`config.mk`:
```
export PLATFORM = sky130hd
export DESIGN_NAME = ring_counter_param_flat
export DESIGN_NICKNAME = d
export VERILOG_FILES = /design/src/rtl/ring_counter_param_if.sv /design/src/rtl/ring_counter_param.sv /design/src/flat_wrapper.sv
export SDC_FILE = /design/constraint.sdc
export NUM_CORES = 1
export LEC_CHECK = 0
export BUFFER_PORTS_ARGS = -buffer_cell sky130_fd_sc_hd__clkbuf_2
export CAP_MARGIN = 30
export CORE_ASPECT_RATIO = 0.7
export CORE_MARGIN = 2
export CORE_UTILIZATION = 50
export DETAILED_ROUTE_END_ITERATION = 10
export HOLD_SLACK_MARGIN = 0.03
export PLACE_DENSITY = 0.77
export SYNTH_ARGS = -nofsm -noshare
export SYNTH_HDL_FRONTEND = slang
export SYNTH_SLANG_ARGS = --single-unit
```
`constraint.sdc`:
```
create_clock -name clk -period 4.6 [get_ports clk]
set_input_delay 0.92 -clock clk [delete_from_list [all_inputs] [get_ports clk]]
set_output_delay 0.92 -clock clk [all_outputs]
set_load 0.02 [all_outputs]
```
`src/rtl/ring_counter_param_if.sv`:
```
`default_nettype none
// +--------------------------------------------------------------------------+
// | ring_counter_param_if: control/status bundle for ring_counter_param      |
// | Rev 1.0                                                                  |
// +--------------------------------------------------------------------------+
interface ring_counter_param_if #(
  parameter int N = 16
) ();
  localparam int IW = $clog2(2 * N);

  logic          en;
  logic          dir;
  logic          load;
  logic [IW-1:0] load_idx;
  logic [N-1:0]  r_out;
  logic [IW-1:0] idx;
  logic          wrap;
  logic          err;

  modport master (
    output en, dir, load, load_idx,
    input  r_out, idx, wrap, err
  );

  modport slave (
    input  en, dir, load, load_idx,
    output r_out, idx, wrap, err
  );
endinterface
`default_nettype wire

```
`src/rtl/ring_counter_param.sv`:
```
`default_nettype none
// +--------------------------------------------------------------------------+
// | ring_counter_param: registered ring/Johnson position generator           |
// | Rev 1.0                                                                  |
// +--------------------------------------------------------------------------+
module ring_counter_param #(
  parameter int N       = 16,
  parameter int JOHNSON = 0,
  parameter int START   = 0
) (
  input  wire logic             clk,
  input  wire logic             nRST,
  ring_counter_param_if.slave   bus
);
  localparam int            IW      = $clog2(2 * N);
  localparam int            L       = (JOHNSON != 0) ? 2 * N : N;
  localparam logic [IW:0]   C_L     = (IW+1)'(L);
  localparam logic [IW:0]   C_N     = (IW+1)'(N);
  localparam logic [IW-1:0] C_LAST  = IW'(L - 1);
  localparam logic [IW-1:0] C_START = IW'(START);

  // Positions 0..N fill from bit 0; positions above N drain from bit 0.
  function automatic logic [N-1:0] decode(input logic [IW-1:0] k);
    logic [N-1:0] v;
    logic [IW:0]  kk;
    v  = '0;
    kk = {1'b0, k};
    for (int i = 0; i < N; i++) begin
      if (JOHNSON == 0)
        v[i] = ((IW+1)'(i) == kk);
      else if (kk <= C_N)
        v[i] = ((IW+1)'(i) < kk);
      else
        v[i] = ((IW+1)'(i) >= (kk - C_N));
    end
    return v;
  endfunction

  logic [IW-1:0] r_idx;
  logic [N-1:0]  r_pattern;
  logic          r_wrap;
  logic          r_err;

  logic [IW-1:0] w_next_idx;
  logic          w_wrap;
  logic          w_err;
  logic          w_load_ok;

  assign w_load_ok = ({1'b0, bus.load_idx} < C_L);

  always_comb begin
    w_next_idx = r_idx;
    w_wrap     = 1'b0;
    w_err      = 1'b0;
    if (bus.load) begin
      if (w_load_ok)
        w_next_idx = bus.load_idx;
      else
        w_err = 1'b1;
    end else if (bus.en) begin
      if (!bus.dir) begin
        if (r_idx == C_LAST) begin
          w_next_idx = '0;
          w_wrap     = 1'b1;
        end else begin
          w_next_idx = r_idx + IW'(1);
        end
      end else begin
        if (r_idx == '0) begin
          w_next_idx = C_LAST;
          w_wrap     = 1'b1;
        end else begin
          w_next_idx = r_idx - IW'(1);
        end
      end
    end
  end

  // Pattern is decoded from the next index so it lands on the same edge as idx.
  always_ff @(posedge clk or negedge nRST) begin
    if (!nRST) begin
      r_idx     <= C_START;
      r_pattern <= decode(C_START);
      r_wrap    <= 1'b0;
      r_err     <= 1'b0;
    end else begin
      r_idx     <= w_next_idx;
      r_pattern <= decode(w_next_idx);
      r_wrap    <= w_wrap;
      r_err     <= w_err;
    end
  end

  assign bus.idx   = r_idx;
  assign bus.r_out = r_pattern;
  assign bus.wrap  = r_wrap;
  assign bus.err   = r_err;
endmodule
`default_nettype wire

```
`src/flat_wrapper.sv`:
```
// flat-port wrapper written by rule: the top's interface ports become plain ports
module ring_counter_param_flat 
#(
  parameter int N       = 16,
  parameter int JOHNSON = 0,
  parameter int START   = 0
)
  (clk, nRST, bus_en, bus_dir, bus_load, bus_load_idx, bus_r_out, bus_idx, bus_wrap, bus_err);
  ring_counter_param_if #(.N(N)) bus_i ();
  input  wire logic clk;
  input  wire logic nRST;
  input wire logic [$bits(bus_i.en)-1:0] bus_en;
  input wire logic [$bits(bus_i.dir)-1:0] bus_dir;
  input wire logic [$bits(bus_i.load)-1:0] bus_load;
  input wire logic [$bits(bus_i.load_idx)-1:0] bus_load_idx;
  output wire logic [$bits(bus_i.r_out)-1:0] bus_r_out;
  output wire logic [$bits(bus_i.idx)-1:0] bus_idx;
  output wire logic [$bits(bus_i.wrap)-1:0] bus_wrap;
  output wire logic [$bits(bus_i.err)-1:0] bus_err;
  assign bus_i.en = bus_en;
  assign bus_i.dir = bus_dir;
  assign bus_i.load = bus_load;
  assign bus_i.load_idx = bus_load_idx;
  assign bus_r_out = bus_i.r_out;
  assign bus_idx = bus_i.idx;
  assign bus_wrap = bus_i.wrap;
  assign bus_err = bus_i.err;
  ring_counter_param #(.N(N), .JOHNSON(JOHNSON), .START(START)) u_core (.clk(clk), .nRST(nRST), .bus(bus_i));
endmodule
```
==> results of run 1 <==
[metrics by stage]
step,util,worst slack [ps],cell area (sq um),hold WS (ps)
floorplan,-,2370,1220,624
global placement,0.612,1970,1360,744
detailed placement,0.612,1930,1360,756
CTS,0.624,2100,1390,585
global route,0.624,1930,1390,589
finish,0.624,2080,1390,570
[layout make-up]
class / count / share of cell area
inverters: 9 / 0.0315
multi-input cells: 68 / 0.390
clock buffers: 4 / 0.0189
well taps: 32 / 0.0288
repair buffers: 32 / 0.115
flip-flops and latches: 23 / 0.415
[state kept, by name, summed over array words and instances, names as in the netlist]
signal            count
u_core.bus.r_out     16
u_core.bus.err        1
u_core.bus.idx        5
u_core.bus.wrap       1
[worst reg2reg max path: stages (launching register included)]
cell,delay [ps]
sky130_fd_sc_hd__dfrtp_1,500
sky130_fd_sc_hd__inv_1,120
sky130_fd_sc_hd__ha_1,250
sky130_fd_sc_hd__nor4b_2,180
sky130_fd_sc_hd__and2_2,240
sky130_fd_sc_hd__o41ai_4,600
sky130_fd_sc_hd__inv_2,190
sky130_fd_sc_hd__nor4_1,330
[power breakdown]
group | internal (mW) | switching (mW)
registers | 0.224 | 0.0240
logic | 0.0655 | 0.121
clock network | 0.0338 | 0.0543
[how the worst max path moves through the flow]
stage / endpoint / start / cells after the start / slack [ps]
global placement: u_core.bus.r_out[3]$_DFF_PN0_ / bus_load / 7 / 1970
global route: u_core.bus.r_out[12]$_DFF_PN0_ / u_core.bus.idx[0]$_DFF_PN0_ / 7 / 1930
detailed placement: u_core.bus.r_out[3]$_DFF_PN0_ / bus_load / 7 / 1930
CTS: u_core.bus.r_out[12]$_DFF_PN0_ / u_core.bus.idx[0]$_DFF_PN0_ / 7 / 2100
finish: u_core.bus.r_out[12]$_DFF_PN0_ / u_core.bus.idx[0]$_DFF_PN0_ / 7 / 2080
floorplan: u_core.bus.r_out[0]$_DFF_PN1_ / u_core.bus.idx[0]$_DFF_PN0_ / 7 / 2370
[metal layers]
layer  vias up  share of wire
li1        451              -
met1       431           0.49
met2        38           0.44
met3         0          0.077
met4         0              0
met5         -              0
[layout by cell type (no fill, tap or decap), types with 2 or more instances in the layout]
cell	n
sky130_fd_sc_hd__clkbuf_2	32
sky130_fd_sc_hd__nand3_1	2
sky130_fd_sc_hd__nor4_2	2
sky130_fd_sc_hd__inv_1	6
sky130_fd_sc_hd__o21ai_0	2
sky130_fd_sc_hd__ha_1	3
sky130_fd_sc_hd__nor2_1	3
sky130_fd_sc_hd__mux2_2	2
sky130_fd_sc_hd__mux2i_1	2
sky130_fd_sc_hd__nand2_1	6
sky130_fd_sc_hd__dfrtp_1	22
sky130_fd_sc_hd__nor4_1	16
sky130_fd_sc_hd__clkbuf_4	3
sky130_fd_sc_hd__and2_1	2
[logic make-up (layout without fill, tap and decap cells)]
kind of cell,after synthesis,after routing
and+or+nand+nor,45,45
DFF,23,23
AOI/OAI and AO/OA,15,15
buffers and inverters,15,45
muxes,4,4
adders and majority gates,3,3
xor gates and xnor gates,1,1
==> insert_results.sql, run 1 <==
INSERT INTO impl_metrics (metric_group, metric, value, unit) VALUES
('timing', 'finalClockSkew', '6.61', 'ps'),
('synth', 'synth_warnings', '0', ''),
('placement', 'numPlacedInstances', '164', ''),
('job', 'max-cap-violations', '0', ''),
('cells_and_area', 'fillerInstances', '190', ''),
('drt', 'detail_route.first_pass.iterations', '4', ''),
('cells_and_area', 'multiInputGateArea', '542', 'sq um'),
('timing', 'aggregate_negative_setup_slack', '0', 'ps'),
('timing', 'unrepaired_setup_endpoints_after_global_routing', 'false', ''),
('timing', 'worst_slew_margin_rel', '0.614', ''),
('power_and_ir_drop', 'power_per_cell_area', '376', 'nW/um^2'),
('timing', 'post-route-min-period', '2520', 'ps'),
('drt', 'wl_per_cell', '14.6', 'microns'),
('global_route', 'grt.busiest_layer', 'met2', ''),
('synth', 'synth_largest_type_area_fraction', '0.451', ''),
('global_route', 'gr-usage-met2', '0.264', ''),
('drt', 'post-route-drc-count', '0', ''),
('worst_setup_path', 'timing.critical_path.max_delay_family', 'simple AND/OR/NAND/NOR gates', ''),
('run_status', 'status', 'completed', ''),
('cts', 'cts_num_sinks', '23', ''),
('drt', 'drt_iter0_drc', '53', ''),
('timing', 'worst_pin_slew', '577', 'ps'),
('drt', 'detail_routed_via_count_per_cell', '5.48', ''),
('worst_setup_path', 'timing.critical_path.to_type', 'flop', ''),
('worst_setup_path', 'timing.critical_path.buf_inv', '2', ''),
('worst_setup_path', 'worstPathRequired', '4800', 'ps'),
('cts', 'cts_tree', 'yes', ''),
('synth', 'synth_async_sr_flop_share', '1.00', ''),
('synth', 'synth_seq_area_share', '0.473', ''),
('cts', 'cts.htree.levels', '1', ''),
('synth', 'synth_simple_gate_area_share', '0.261', ''),
('synth', 'syn-mean-instance-area', '11.5', 'sq um'),
('die', 'die_width', '63.0', 'microns'),
('cts', 'clk_root_buffer_cell', 'sky130_fd_sc_hd__clkbuf_4', ''),
('drt', 'route.vias.total', '920', ''),
('synth', 'synth_fp_nets', '119', ''),
('worst_setup_path', 'r2r_start', 'u_core.bus.idx[0]$_DFF_PN0_', ''),
('placement', 'gpl.final_weighted_congestion', '0.854', ''),
('worst_setup_path', 'timing.critical_path.fanout_max', '9', ''),
('global_route', 'grt_usage', '0.179', ''),
('timing', 'setup_viol_count_final', '0', ''),
('synth', 'ys_seq_elements', '23', ''),
('worst_setup_path', 'r2r-end', 'u_core.bus.r_out[12]$_DFF_PN0_', ''),
('drt', 'drt.antenna.violating_nets', '0', ''),
('cells_and_area', 'layout_area_overhead', '13.8', '%'),
('synth', 'synthXorXnorAreaFrac', '0.00718', ''),
('synth', 'mapped_cell_area', '1220', 'sq um'),
('synth', 'synth.mux.area_fraction', '0.0349', ''),
('synth', 'postSynthCellCount', '106', ''),
('synth', 'synth_common_cells', 'sky130_fd_sc_hd__dfrtp_1, sky130_fd_sc_hd__nor4_1, sky130_fd_sc_hd__inv_1, sky130_fd_sc_hd__nand2_1, sky130_fd_sc_hd__buf_6', ''),
('synth', 'synth.area.top_cells', 'sky130_fd_sc_hd__dfrtp_1, sky130_fd_sc_hd__nor4_1, sky130_fd_sc_hd__buf_6, sky130_fd_sc_hd__ha_1, sky130_fd_sc_hd__o41ai_4', ''),
('cells_and_area', 'ff_latch_area', '577', 'sq um'),
('cts', 'cts_hold_repair.buffers', '0', ''),
('global_route', 'gr-usage-met3', '0.0574', ''),
('worst_setup_path', 'nature_of_the_critical_path_startpoint', 'flop', ''),
('power_and_ir_drop', 'ir_worst_vdd', '0.000182', 'V'),
('cells_and_area', 'num-nets-final', '150', ''),
('synth', 'synthDominantAreaCellType', 'sky130_fd_sc_hd__dfrtp_1', ''),
('placement', 'place.port_buffers', '32', ''),
('synth', 'synth_compound_gate_area_share', '0.111', ''),
('worst_setup_path', 'worstPathArrival', '2710', 'ps'),
('cells_and_area', 'antenna_cells', '0', ''),
('global_route', 'first_global_vias', '815', ''),
('cells_and_area', 'drive_gt1_frac', '0.390', ''),
('worst_setup_path', 'regToRegSetupSlack', '2080', 'ps'),
('worst_setup_path', 'max_stage_delay', '600', 'ps'),
('power_and_ir_drop', 'static-leakage-power', '0.685', 'nW'),
('die', 'die_h', '45.3', 'microns'),
('cts', 'worst_skew_pair.late_latency', '300', 'ps'),
('global_route', 'antenna_violations_before_repair', '0', ''),
('cts', 'ctsResizeCount', '0', '');
Power figures use the tool's default switching activity.
==> run 2, diff against run 1 <==
==> constraint.sdc (replaced) <==
create_clock -name clk -period 2.5 [get_ports clk]
set_input_delay 0.5 -clock clk [delete_from_list [all_inputs] [get_ports clk]]
set_output_delay 0.5 -clock clk [all_outputs]
set_load 0.02 [all_outputs]
==> insert_results.sql, run 2 (synthesis gave the netlist of run 1 again) <==
INSERT INTO impl_metrics (metric_group, metric, value, unit) VALUES
('global_route', 'grt_usage', '0.195', ''),
('cells_and_area', 'num-nets-final', '152', ''),
('cells_and_area', 'fillerInstances', '189', ''),
('timing', 'top_achievable_clock_speed', '438', 'MHz'),
('die', 'die_width', '63.0', 'microns'),
('cts', 'worst_skew_pair.late_latency', '310', 'ps'),
('cts', 'numCtsBuffers', '3', ''),
('worst_setup_path', 'nature_of_the_critical_path_startpoint', 'flop', ''),
('cells_and_area', 'number_of_flip_flops_under_the_largest_register_name', '16', ''),
('timing', 'timing.hold.ws', '154', 'ps'),
('cts', 'cts.htree.levels', '1', ''),
('power_and_ir_drop', 'p_sw_frac', '0.381', ''),
('power_and_ir_drop', 'cellInternalPower', '0.606', 'mW'),
('drt', 'detail_route.first_pass.iterations', '4', ''),
('timing', 'worst_pin_slew', '552', 'ps'),
('drt', 'drt.antenna.violating_nets', '0', ''),
('global_route', 'antenna_violations_before_repair', '0', ''),
('power_and_ir_drop', 'power.share.sequential', '0.466', ''),
('global_route', 'globalRouteOverflowTotal', '0', ''),
('drt', 'wl_per_cell', '14.9', 'microns'),
('hold_path', 'hp_class', 'input port to async pin', ''),
('job', 'max-cap-violations', '0', ''),
('drt', 'detail_routed_via_count_per_cell', '5.59', ''),
('placement', 'numPlacedInstances', '166', ''),
('timing', 'final_slew_viol_count', '0', ''),
('cts', 'clkTransAtPathRegs', '120', 'ps'),
('timing', 'unrepaired_setup_endpoints_after_global_routing', 'false', ''),
('placement', 'place.detailed.hpwl', '1.92', 'mm'),
('worst_setup_path', 'worstSetupPathType', 'flop to flop', ''),
('cells_and_area', 'layoutNonFillerInstCount', '170', ''),
('power_and_ir_drop', 'static-leakage-power', '0.695', 'nW'),
('die', 'die_h', '45.3', 'microns'),
('die', 'rows', '14', ''),
('worst_setup_path', 'worstPathArrival', '2490', 'ps'),
('power_and_ir_drop', 'pwr-share-clk', '0.173', ''),
('cells_and_area', 'layout_area_overhead', '15.2', '%'),
('cells_and_area', 'antenna_cells', '0', ''),
('drt', 'route.vias.total', '950', ''),
('timing', 'post-route-min-period', '2280', 'ps'),
('cells_and_area', 'most_used_cells_in_the_layout_excluding_fill_and_tap_cells', 'sky130_fd_sc_hd__clkbuf_2, sky130_fd_sc_hd__dfrtp_1, sky130_fd_sc_hd__nor4_1', ''),
('timing', 'worst_slew_margin_rel', '0.632', ''),
('worst_setup_path', 'timing.critical_path.fanout_max', '8', ''),
('placement', 'gpl.final_weighted_congestion', '0.899', ''),
('timing', 'final_min_period_over_clock_period', '0.914', ''),
('power_and_ir_drop', 'ir_worst_vdd', '0.000352', 'V'),
('cts', 'cts_num_sinks', '23', ''),
('power_and_ir_drop', 'power.switching', '0.372', 'mW'),
('global_route', 'grt_max_degree', '24', ''),
('cts', 'ctsLongestPathBuffers', '2', ''),
('worst_setup_path', 'timing.critical_path.to_type', 'flop', ''),
('die', 'core_area', '2220', 'sq um'),
('timing', 'setup_viol_count_final', '0', ''),
('power_and_ir_drop', 'power.combinational.fraction', '0.361', ''),
('cells_and_area', 'drive_gt1_frac', '0.406', ''),
('cells_and_area', 'final_common_cell', 'sky130_fd_sc_hd__clkbuf_2', ''),
('timing', 'timing.final.hold_violations', '0', ''),
('worst_setup_path', 'worstPathRequired', '2710', 'ps'),
('die', 'effective_utilization_at_floorplan', '0.548', ''),
('timing', 'aggregate_negative_setup_slack', '0', 'ps'),
('global_route', 'first_global_vias', '923', ''),
('cts', 'clk_root_buffer_cell', 'sky130_fd_sc_hd__clkbuf_4', ''),
('cells_and_area', 'multiInputGateArea', '543', 'sq um'),
('placement', 'place.port_buffers', '32', ''),
('timing', 'finalClockSkew', '4.17', 'ps'),
('cts', 'cts_hold_repair.buffers', '0', ''),
('drt', 'drt_iter0_drc', '66', ''),
('cts', 'cts_tree', 'yes', ''),
('die', 'ios', '33', ''),
('drt', 'drt_wl_total', '2.53', 'mm'),
('drt', 'post-route-drc-count', '0', ''),
('global_route', 'first_pass_grt_wire_length', '4.26', 'mm'),
('run_status', 'status', 'completed', ''),
('die', 'design.die.area', '2860', 'sq um'),
('cells_and_area', 'ff_latch_area', '577', 'sq um'),
('power_and_ir_drop', 'power_per_cell_area', '696', 'nW/um^2');
## run 2: cell count changes in the layout (fill, tap and decap cells not counted)
cell / previous run / this run
sky130_fd_sc_hd__buf_4: 0 / 2
sky130_fd_sc_hd__o31a_2: 0 / 1
sky130_fd_sc_hd__o31a_1: 1 / 0
## run 2: worst max-delay path, cell delays in order, from the launching register on
cell	delay, ps
sky130_fd_sc_hd__dfrtp_1	480
sky130_fd_sc_hd__inv_1	110
sky130_fd_sc_hd__ha_1	240
sky130_fd_sc_hd__nor4b_2	180
sky130_fd_sc_hd__o32ai_1	330
sky130_fd_sc_hd__o31ai_1	150
sky130_fd_sc_hd__a311o_1	450
sky130_fd_sc_hd__nor4_1	240
## run 2: area by class of cell
| type | count | share of cell area |
|---|---|---|
| sequential | 23 | 0.411 |
| timing repair buffer | 34 | 0.125 |
| multi-input combinational | 68 | 0.386 |
| inverter | 9 | 0.0312 |
| clock buffer | 4 | 0.0187 |
| tap | 32 | 0.0285 |
## run 2: metrics by stage
step | total power [mW] | area (sq um) | setup slack (ps) | util
after floorplan | 0.722 | 1220 | 273 | -
after global placement | 0.805 | 1380 | 167 | 0.619
after detailed placement | 0.814 | 1380 | 189 | 0.619
after CTS | 0.979 | 1400 | 154 | 0.631
after global routing | 1.03 | 1410 | 4.13 | 0.632
final | 0.978 | 1410 | 215 | 0.632
## run 2: final timing paths
| path | endpoint | startpoint | slack (ps) | cells past startpoint |
|---|---|---|---|---|
| worst max register to register | u_core.bus.r_out[8]$_DFF_PN0_ | u_core.bus.idx[0]$_DFF_PN0_ | 220 | 7 |
| max in group asynchronous | u_core.bus.r_out[0]$_DFF_PN1_ | nRST | 1980 | 1 |
| min in group clk | u_core.bus.err$_DFF_PN0_ | bus_load_idx[4] | 540 | 2 |
| worst min-delay path | u_core.bus.r_out[13]$_DFF_PN0_ | nRST | 150 | 1 |
| worst max-delay path | u_core.bus.r_out[8]$_DFF_PN0_ | u_core.bus.idx[0]$_DFF_PN0_ | 220 | 7 |
| worst min register to register | u_core.bus.idx[4]$_DFF_PN0_ | u_core.bus.idx[4]$_DFF_PN0_ | 820 | 4 |
## run 2: power by group through the flow
stage / Sequential, mW / Combinational, mW / Clock (mW)
global route: 0.466 / 0.384 / 0.185
global placement: 0.462 / 0.343 / 0
finish: 0.456 / 0.353 / 0.169
floorplan: 0.496 / 0.226 / 0
CTS: 0.456 / 0.352 / 0.170
detailed placement: 0.464 / 0.350 / 0
## run 2: timing repair
item | in CTS | in global routing
hold endpoints to repair | 0 | 0
gates resized for setup | 0 | 1
buffers inserted | 0 | 0
endpoints found under the setup margin | 0 | 7
## run 2: layer usage
layer	share of wire	track usage	wire, microns
met2	0.43	0.304	1090
met3	0.080	0.0574	202
met4	0	0.0222	0
met1	0.49	0.283	1240
met5	0	0	0
==> run 3, diff against run 2 <==
--- a/config.mk
+++ b/config.mk
@@ -9,10 +9,10 @@
 export CAP_MARGIN = 30
 export CORE_ASPECT_RATIO = 0.7
 export CORE_MARGIN = 2
-export CORE_UTILIZATION = 50
+export CORE_UTILIZATION = 51
 export DETAILED_ROUTE_END_ITERATION = 10
 export HOLD_SLACK_MARGIN = 0.03
-export PLACE_DENSITY = 0.77
+export PLACE_DENSITY = 0.78
 export SYNTH_ARGS = -nofsm -noshare
 export SYNTH_HDL_FRONTEND = slang
 export SYNTH_SLANG_ARGS = --single-unit
==> insert_results.sql, run 3 (synthesis gave the netlist of run 1 again) <==
INSERT INTO impl_metrics (metric_group, metric, value, unit) VALUES
('run_status', 'status', 'completed', ''),
('die', 'ios', '33', ''),
('cts', 'cts_tree', 'yes', ''),
('timing', 'top_achievable_clock_speed', '433', 'MHz'),
('drt', 'wl_per_cell', '15.0', 'microns'),
('cts', 'clk_root_buffer_cell', 'sky130_fd_sc_hd__clkbuf_4', ''),
('global_route', 'globalRouteOverflowTotal', '0', ''),
('power_and_ir_drop', 'static-leakage-power', '0.694', 'nW'),
('timing', 'aggregate_negative_setup_slack', '0', 'ps'),
('cts', 'clkTransAtPathRegs', '110', 'ps'),
('die', 'die_width', '62.5', 'microns'),
('cts', 'cts_hold_repair.buffers', '0', ''),
('cells_and_area', 'num-nets-final', '152', ''),
('die', 'design.die.area', '2810', 'sq um'),
('cells_and_area', 'fin_util', '0.637', ''),
('placement', 'numPlacedInstances', '166', ''),
('die', 'effective_utilization_at_floorplan', '0.553', ''),
('cells_and_area', 'antenna_cells', '0', ''),
('placement', 'place.port_buffers', '32', ''),
('placement', 'gpl.final_weighted_congestion', '0.855', ''),
('die', 'die_h', '44.9', 'microns'),
('timing', 'unrepaired_setup_endpoints_after_global_routing', 'false', ''),
('worst_setup_path', 'timing.critical_path.fanout_max', '8', ''),
('cells_and_area', 'final_common_cell', 'sky130_fd_sc_hd__clkbuf_2', ''),
('cts', 'worst_skew_pair.late_latency', '310', 'ps'),
('cts', 'cts_num_sinks', '23', ''),
('timing', 'post-route-min-period', '2310', 'ps'),
('cts', 'numCtsBuffers', '3', ''),
('drt', 'drt_wl_total', '2.55', 'mm'),
('worst_setup_path', 'worstPathArrival', '2510', 'ps'),
('cells_and_area', 'layout_area_overhead', '15.3', '%'),
('die', 'rows', '14', ''),
('cts', 'post_cts.repair.setup_buffers', '0', ''),
('cells_and_area', 'drive_gt1_frac', '0.413', ''),
('cts', 'cts.htree.levels', '1', ''),
('cells_and_area', 'layoutNonFillerInstCount', '170', ''),
('timing', 'final_slew_viol_count', '0', ''),
('global_route', 'grt_max_degree', '24', ''),
('drt', 'detail_route.first_pass.iterations', '4', ''),
('worst_setup_path', 'worstSetupPathType', 'flop to flop', ''),
('cts', 'ctsLongestPathBuffers', '2', ''),
('timing', 'worst_slew_margin_rel', '0.640', ''),
('job', 'max-cap-violations', '0', ''),
('global_route', 'antenna_violations_before_repair', '0', ''),
('timing', 'setup_viol_count_final', '0', ''),
('cells_and_area', 'most_used_cells_in_the_layout_excluding_fill_and_tap_cells', 'sky130_fd_sc_hd__clkbuf_2, sky130_fd_sc_hd__dfrtp_1, sky130_fd_sc_hd__nor4_1', ''),
('worst_setup_path', 'timing.critical_path.to_type', 'flop', ''),
('drt', 'drt_iter0_drc', '22', ''),
('drt', 'detail_routed_via_count_per_cell', '5.74', ''),
('drt', 'route.vias.total', '975', ''),
('timing', 'timing.hold.ws', '145', 'ps'),
('timing', 'finalClockSkew', '4.57', 'ps'),
('worst_setup_path', 'nature_of_the_critical_path_startpoint', 'flop', ''),
('power_and_ir_drop', 'ir_worst_vdd', '0.000403', 'V'),
('global_route', 'first_pass_grt_wire_length', '4.60', 'mm'),
('global_route', 'first_global_vias', '891', ''),
('cells_and_area', 'number_of_flip_flops_under_the_largest_register_name', '16', ''),
('power_and_ir_drop', 'power_per_cell_area', '695', 'nW/um^2'),
('timing', 'timing.final.hold_violations', '0', ''),
('global_route', 'grt_usage', '0.217', ''),
('placement', 'place.detailed.hpwl', '1.96', 'mm'),
('die', 'core_area', '2210', 'sq um'),
('cts', 'ctsResizeCount', '0', ''),
('hold_path', 'hp_class', 'input port to async pin', ''),
('drt', 'drt.antenna.violating_nets', '0', ''),
('worst_setup_path', 'worstPathRequired', '2700', 'ps'),
('timing', 'worst_pin_slew', '541', 'ps'),
('timing', 'final_min_period_over_clock_period', '0.924', ''),
('drt', 'post-route-drc-count', '0', '');
[run 3: metal layers]
metal | routed length (microns) | up-vias | track usage | share of wire
met3 | 199 | 4 | 0.0623 | 0.078
met4 | 42 | 0 | 0.0933 | 0.016
met1 | 1180 | 467 | 0.306 | 0.46
li1 | - | 465 | - | -
met2 | 1130 | 39 | 0.320 | 0.44
met5 | 0 | - | 0 | 0
[run 3: path summary, 6_finish.rpt]
| check | cells past startpoint | from | endpoint | slack, ps |
|---|---|---|---|---|
| min reg2reg | 4 | u_core.bus.idx[4]$_DFF_PN0_ | u_core.bus.idx[4]$_DFF_PN0_ | 810 |
| max | 7 | u_core.bus.idx[1]$_DFF_PN0_ | u_core.bus.r_out[9]$_DFF_PN0_ | 190 |
| max reg2reg | 7 | u_core.bus.idx[1]$_DFF_PN0_ | u_core.bus.r_out[9]$_DFF_PN0_ | 190 |
| max in group asynchronous | 1 | nRST | u_core.bus.idx[0]$_DFF_PN0_ | 1960 |
| min in group clk | 2 | bus_load_idx[4] | u_core.bus.err$_DFF_PN0_ | 550 |
| min | 1 | nRST | u_core.bus.wrap$_DFF_PN0_ | 150 |
[run 3: power breakdown]
part	internal, mW	switching [mW]	total [mW]
Combinational	0.130	0.225	0.355
Clock	0.0624	0.103	0.165
Sequential	0.413	0.0431	0.457
Total	0.606	0.371	0.977
[run 3: final cells by class]
class,instances,area [sq um]
tap,32,40.0
sequential,23,578
clock buffer,4,26.3
timing repair buffer,34,175
multi-input combinational,68,543
fill,205,801
inverter,9,43.8
[run 3: metrics by stage]
step	instance area, sq um	total power, mW	setup slack [ps]
CTS	1400	0.982	118
global placement	1380	0.804	222
finish	1410	0.977	189
global route	1410	1.04	35.6
floorplan	1220	0.722	273
detailed placement	1380	0.818	154
[run 3: worst max-delay path, cell delays in order (launching register included)]
cell                      delay, ps
sky130_fd_sc_hd__dfrtp_1        450
sky130_fd_sc_hd__inv_1          120
sky130_fd_sc_hd__ha_1           230
sky130_fd_sc_hd__nor4b_2        170
sky130_fd_sc_hd__o32ai_1        330
sky130_fd_sc_hd__o31ai_1        150
sky130_fd_sc_hd__a311o_1        460
sky130_fd_sc_hd__nor4_1         280
